$ cat src/rtl/tow_pkg.sv
// tow_pkg: shared state encoding and LED-count helper for the tug-of-war scorer
package tow_pkg;

    typedef enum logic [1:0] {
        PLAY  = 2'd0,
        CLEAR = 2'd1,
        WIN   = 2'd2
    } tow_state_t;

    function automatic int led_n(input int half);
        return 2 * half + 1;
    endfunction

endpackage

$ cat src/rtl/tow_flasher.sv
// tow_flasher: blink enable for the winning LED; counter held at zero until run rises
//   clk  in   system clock, rising edge
//   rst  in   asynchronous active-high reset
//   run  in   high while the match is won; low holds the counter cleared
//   lit  out  high during the first half of each 2^W-cycle period
module tow_flasher #(
    parameter int W = 24
) (
    input  logic clk,
    input  logic rst,
    input  logic run,
    output logic lit
);

    logic [W-1:0] cnt;

    always_ff @(posedge clk or posedge rst) begin
        if (rst)
            cnt <= '0;
        else
            cnt <= run ? cnt + W'(1) : '0;
    end

    assign lit = ~cnt[W-1];

endmodule

$ cat src/rtl/tow_scorer.sv
// tow_scorer: moves the tug-of-war light one step per round, strobes clr, latches the match winner
//   clk        in   system clock, rising edge
//   rst        in   asynchronous active-high reset
//   winrnd     in   one-cycle round-complete pulse
//   right      in   round winner, 1=right 0=left (valid with winrnd)
//   tie        in   round tied, overrides right (valid with winrnd)
//   clr        out  clears upstream push latches after each round, held high once won
//   leds       out  one-hot light position, bit 0 leftmost
//   left_win   out  sticky left-player match win
//   right_win  out  sticky right-player match win
//   Build macro TOW_FLASH_EN: blink the winning LED via tow_flasher; undefined keeps it steady.
module tow_scorer
    import tow_pkg::*;
#(
    parameter int HALF    = 4,
    parameter int CLR_CYC = 4,
    parameter int FLASH_W = 24
) (
    input  logic                    clk,
    input  logic                    rst,
    input  logic                    winrnd,
    input  logic                    right,
    input  logic                    tie,
    output logic                    clr,
    output logic [led_n(HALF)-1:0] leds,
    output logic                    left_win,
    output logic                    right_win
);

    localparam int N  = led_n(HALF);
    localparam int PW = $clog2(N);
    localparam int CW = $clog2(CLR_CYC + 1);
    localparam logic [PW-1:0] PMAX = PW'(2 * HALF);
    localparam logic [PW-1:0] PMID = PW'(HALF);

    if (HALF < 1 || CLR_CYC < 1 || FLASH_W < 2) begin : g_bad_param
        $error("tow_scorer: HALF>=1, CLR_CYC>=1 and FLASH_W>=2 required");
    end

    tow_state_t    state;
    logic [PW-1:0] pos;
    logic [PW-1:0] np;
    logic [CW-1:0] cnt;
    logic [N-1:0]  leds_q;
    logic          accept;
    logic          mv;

    always_comb begin
        accept = state == PLAY && winrnd;
        mv     = accept && !tie;
        np     = !mv ? pos : right ? pos + PW'(1) : pos - PW'(1);
    end

    // PLAY is never entered at an end position, so a tie can't land on 0 or PMAX
    always_ff @(posedge clk or posedge rst) begin
        if (rst) begin
            state     <= PLAY;
            pos       <= PMID;
            cnt       <= '0;
            clr       <= 1'b0;
            left_win  <= 1'b0;
            right_win <= 1'b0;
            leds_q    <= N'(1) << HALF;
        end else if (accept) begin
            pos       <= np;
            leds_q    <= N'(1) << np;
            clr       <= 1'b1;
            cnt       <= CW'(CLR_CYC - 1);
            state     <= (np == PMAX || np == '0) ? WIN : CLEAR;
            right_win <= np == PMAX;
            left_win  <= np == '0;
        end else if (state == CLEAR) begin
            cnt <= cnt - CW'(1);
            if (cnt == '0) begin
                state <= PLAY;
                clr   <= 1'b0;
            end
        end
    end

`ifdef TOW_FLASH_EN
    logic lit;

    tow_flasher #(.W(FLASH_W)) u_flasher (
        .clk (clk),
        .rst (rst),
        .run (state == WIN),
        .lit (lit)
    );

    assign leds = (state == WIN && !lit) ? '0 : leds_q;
`else
    assign leds = leds_q;
`endif

endmodule

$ cat config.mk
export PLATFORM = sky130hd
export DESIGN_NAME = tow_scorer
export DESIGN_NICKNAME = d
export VERILOG_FILES = /design/src/rtl/tow_pkg.sv /design/src/rtl/tow_flasher.sv /design/src/rtl/tow_scorer.sv
export SDC_FILE = /design/constraint.sdc
export NUM_CORES = 1
export LEC_CHECK = 0
export BUFFER_PORTS_ARGS = -buffer_cell sky130_fd_sc_hd__buf_2
export CORE_MARGIN = 2
export CORE_UTILIZATION = 30
export CTS_BUF_LIST = sky130_fd_sc_hd__clkbuf_8 sky130_fd_sc_hd__clkbuf_16
export CTS_CLUSTER_SIZE = 10
export DETAILED_ROUTE_END_ITERATION = 12
export SETUP_SLACK_MARGIN = 0.3
export SKIP_CTS_REPAIR_TIMING = 1
export SYNTH_ARGS = -nofsm -noshare
export SYNTH_HDL_FRONTEND = slang
export SYNTH_SLANG_ARGS = --single-unit
$ cat constraint.sdc
create_clock -name clk -period 3.5 [get_ports clk]
set_input_delay 0.35 -clock clk [delete_from_list [all_inputs] [get_ports clk]]
set_output_delay 0.35 -clock clk [all_outputs]
set_load 0.05 [all_outputs]
Word level (Yosys, flattened, before mapping)
Index checks and enable logic that the tools add are counted.

storage, ports and cells
  input bits = 5
  word-level logic and storage cells = 34
  flip-flop bits (word level) = 21
  output and inout port bits = 12

cells by class
  shift-type cells = 1
  mux-type cells = 11
  reduce and logical (&&, ||, !) cells = 10
  eq/ne operators = 2
  $add $sub $neg = 3

operator list
  operator               count
  $shl A1 B4 Y9 const A  1
  $mux W2                4
  $mux W4                2
  $mux W3                2
  $add A4 B1 Y4 const B  1
  $eq A4 B4 Y1 const B   1
  $logic_not A4 Y1       1
  $reduce_bool A2 Y1     2
  $sub A4 B1 Y4 const B  1
  $logic_not A3 Y1       1
  $mux W1                3
  $sub A3 B1 Y3 const B  1
  $eq A2 B1 Y1 const B   1
  $logic_and A1 B1 Y1    2
  $logic_not A2 Y1       1
  $reduce_and A2 Y1      1
  $logic_not A1 Y1       1
  $logic_or A1 B1 Y1     1

Logic depth before layout (Yosys ltp)
  word-level depth = 8
  gate-level depth with buffers = 7
  mapped depth without buffers = 6

Least setup slack after synthesis
Ideal clock, no wire load.

  path type = register to register
  from = register pos[2]
  to = register leds_q[4], in the netlist leds[4]
  buffers on the path = 0
  setup slack = 1.544 ns
  data required time = 3.395 ns
  period minus slack after synthesis = 1.956 ns
  arrival = 1.851 ns
  setup time = 0.105 ns
  cell stages (with the launch flop) = 6
  cell sequence = dfstp_2 -> ha_1 -> or4_1 -> nand3_1 -> o211ai_1 -> o41ai_1

on the way
  word-level cells in the longest chain between the ends = 4
  elaborated cells on any way between the ends = 5
  those cells by class = 2 x add/sub; 1 x shift; 2 x mux

RTL lines
  element                                         RTL line          source
  start, declared                                 tow_scorer.sv:41  logic [PW-1:0] pos;
  start signal, assigned                          tow_scorer.sv:65  pos <= np;
  $sub A4 B1 Y4 or $add A4 B1 Y4 (tied branches)  tow_scorer.sv:51  np = !mv ? pos : right ? pos + PW'(1) : pos - PW'(1);
  $mux W4                                         tow_scorer.sv:51
  $mux W4 (*)                                     tow_scorer.sv:51
  $shl A1 B4 Y9 (*)                               tow_scorer.sv:66  leds_q <= N'(1) << np;
  end signal, assigned                            tow_scorer.sv:63  leds_q <= N'(1) << HALF;
  end signal, assigned                            tow_scorer.sv:66
  end, declared                                   tow_scorer.sv:44  logic [N-1:0] leds_q;

Mark *: on every way between the ends. The rest lies on a longest branch, timed or not.
A chain may end at the register's enable or synchronous reset.

Final worst setup path
  from = register pos[0]
  to = register left_win

on the way
  word-level cells in the longest chain between the ends = 4
  elaborated cells on any way between the ends = 5
  those cells by class = 2 x add/sub; 2 x mux; 1 x reduce/logical

RTL lines
  element                                         RTL line          source
  $sub A4 B1 Y4 or $add A4 B1 Y4 (tied branches)  tow_scorer.sv:51
  $mux W4                                         tow_scorer.sv:51
  $mux W4 (*)                                     tow_scorer.sv:51
  $logic_not A4 Y1 (*)                            tow_scorer.sv:71  left_win <= np == '0;
  end signal, assigned                            tow_scorer.sv:61  left_win <= 1'b0;
  end signal, assigned                            tow_scorer.sv:71
  end, declared                                   tow_scorer.sv:26  output logic left_win,

Marks and branches as above.

==> summary.txt <==
Clock tree
  • H-tree depth: 1
  • Clk_lat worst skew: 0.26 ns
  • CTS clk-pin slew, worst paths: 0.08 ns
  • CTS buffer count: 3
  • CTS tree: done
  • Clk sinks: 21
  • Clock root buffer: clkbuf_8
  • Clock buffer depth: 2

Placement
  • Final GP Congestion: 0.829
  • PortBufs: 16
  • Placed insts: 188
  • Placed inst area: 1380 µm²
  • Dpl ws: 1.06 ns
  • Dpl hpwl: 1.98 mm

Synthesis
  • Primary FF master, synth: dfrtp_1
  • Register area share after synthesis: 0.419
  • Synthesized cell area: 1260 µm²
  • Mapped Cells: 127
  • Synth Area per Inst: 9.92 µm²
  • Yosys warns: 0
  • Synthesized Nets: 137
  • EDFF count, synth: 0
  • Netlist cell types: 44
  • Ys async rst share: 1.00
  • FF+latch count, synth: 21

Worst setup path
  • Most frequent CP cell: o31ai_1
  • Worst stage delay on the critical path: 0.51 ns
  • Crit path kind: flop to flop
  • Crit path cell chain: inv_1 > fa_1 > xnor2_1 > o31ai_1 > nand2_1 > o31ai_1
  • Worst Path Arrival: 2.47 ns
  • CP required: 3.67 ns
  • CP delay by family, top: compound AO/OA/AOI/OAI gates
  • Worst-path fanout max: 11
  • Slowest stage cell, crit path: dfrtp_1
  • CP Buf/Inv Count: 1
  • Worst setup EP type: flop
  • Startpoint types: flop

Finish
  • Register Area: 528 µm²
  • Post-Route Utilization: 0.352
  • # diodes: 0
  • Post-route insts no fill: 192
  • Layout cells sized above 1: 0.218
  • Fillers: 417
  • Area taken by multi-input logic gates: 663 µm²
  • Area Overhead vs Synth: 12.7%
  • Finished Cell Area: 1420 µm²
  • NumNets Final: 153

GRT
  • Largest net degree at the start of global routing: 22
  • Tot GR Track Use: 0.124
  • Initial antenna violation count: 0
  • First-pass GRT wire length: 4.40 mm
  • Vias in the first global route: 957
  • Gr ovfl total: 0

Routing
  • WL final: 2.62 mm
  • Via-to-Cell Ratio: 5.23
  • Via count: 1,005
  • Starting DRC count in detailed routing: 38
  • # DRC: 0
  • Routed length per instance: 13.7 µm
  • Final ANT Viol Nets: 0
  • First-pass iteration count of the detailed router: 4

Power
  • Gate power share: 0.158
  • Cell leakage power: 0.654 nW
  • Pwr Density: 346 nW/µm²
  • Sw frac: 0.284
  • Switching pwr: 140 µW
  • Power Total: 492 µW
  • VDD IR max: 0.127 mV
  • Flop pwr share: 0.518
  • Internal power: 352 µW
  • Clock power share: 0.324

STA
  • Final min period: 2.30 ns
  • Rel. slew slack: 0.440
  • Hold Vio Cnt, Final: 0
  • Tightest Pin Transition: 0.840 ns
  • Fmax: 434 MHz
  • Period utilisation layout: 0.658
  • Final setup viols: 0
  • Setup TNS: 0 ns
  • Unrepaired setup endpoints after global routing: no
  • Skew final: 0.00391 ns
  • Hold slack: 0.244 ns
  • Post-route setup slack: 1.20 ns
  • Fin. max-slew vios: 0

Floorplanning
  • Die Span Y: 68.8 µm
  • Row count: 23
  • Initial Util: 0.313
  • I/O pin cnt: 17
  • Die ar.: 4730 µm²
  • Core box area: 4030 µm²
  • Die width: 68.8 µm

Min path
  • Hold WC Path Type: input port to asynchronous set/reset pin

Run
  • Max Cap Viol: 0

Outcome
  • Status: finished, final reports clean
[per-layer routing]
| layer | vias to the layer above | share of wire | GRT usage |
|---|---|---|---|
| met5 | - | 0 | 0 |
| met4 | 0 | 0.011 | 0.0613 |
| met3 | 3 | 0.017 | 0.0146 |
| met2 | 11 | 0.49 | 0.201 |
| met1 | 496 | 0.48 | 0.163 |
| li1 | 495 | - | - |
[area by class of cell]
type | instances | area share
tap | 50 | 0.0441
clock inverter | 1 | 0.00264
timing repair buffer | 17 | 0.0617
clock buffer | 3 | 0.0291
multi-input combinational | 91 | 0.467
sequential | 21 | 0.372
inverter | 9 | 0.0238
[cells in the final DEF, fill, tap and decap left out, drive strengths merged, types with 4 or more instances in the layout]
cell    count
a21oi       4
buf        17
dfrtp      19
ha          4
inv        10
mux2i       4
nand2      18
nand2b      4
nand3       4
nor2        4
o211ai      4
o31ai       7
[final timing paths]
kind	slack, ns	endpoint	startpoint	cells past startpoint
setup / recovery	1.20	left_win$_DFFE_PP0P_	pos[0]$_DFFE_PP0P_	6
hold / removal	0.24	cnt[2]$_DFFE_PP0P_	rst	2
setup reg to reg	1.20	left_win$_DFFE_PP0P_	pos[0]$_DFFE_PP0P_	6
hold reg to reg	0.46	cnt[0]$_DFFE_PP0P_	cnt[0]$_DFFE_PP0P_	1
max in group asynchronous	2.74	leds[6]$_DFFE_PP0P_	rst	2
min in group clk	0.46	cnt[0]$_DFFE_PP0P_	cnt[0]$_DFFE_PP0P_	1
[synthesized netlist by cell type (all sizes together) (2+ instances only)]
cell | instances | area (µm²)
xnor2 | 2 | 17.5
o21ai | 2 | 10.0
o31ai | 7 | 52.6
or3 | 2 | 12.5
a32o | 3 | 30.0
o211ai | 4 | 30.0
a21oi | 4 | 23.8
a32oi | 2 | 17.5
or3b | 2 | 17.5
nand3b | 2 | 15.0
or2 | 3 | 18.8
inv | 9 | 33.8
nor2 | 4 | 15.0
nand3 | 4 | 20.0
nand2b | 4 | 25.0
buf | 5 | 31.3
mux2i | 4 | 40.0
o21a | 2 | 16.3
dfstp | 2 | 52.6
nor3 | 3 | 20.0
nand2 | 18 | 67.6
dfrtp | 19 | 475
ha | 4 | 50.1
[flip-flops by register name (all words and copies together) (netlist names)]
name	cells
pos	4
right_win	1
left_win	1
clr	1
leds	9
state	2
cnt	3
[logic make-up after synthesis]
family,share of synthesized area
buf+inv,0.0546
simple gates,0.213
fa+ha+maj,0.0556
mux,0.0407
flops,0.419
xor+xnor,0.0139
compound gates,0.203
[power by group through the flow]
stage / sequential (mW) / clock (mW) / combinational, mW
finish: 0.255 / 0.159 / 0.0778
global route: 0.256 / 0.173 / 0.0869
CTS: 0.255 / 0.166 / 0.0786
detailed placement: 0.259 / 0 / 0.0786
global placement: 0.259 / 0 / 0.0768
floorplan: 0.271 / 0 / 0.0478
Note: power is estimated with default switching activity, not from simulation.
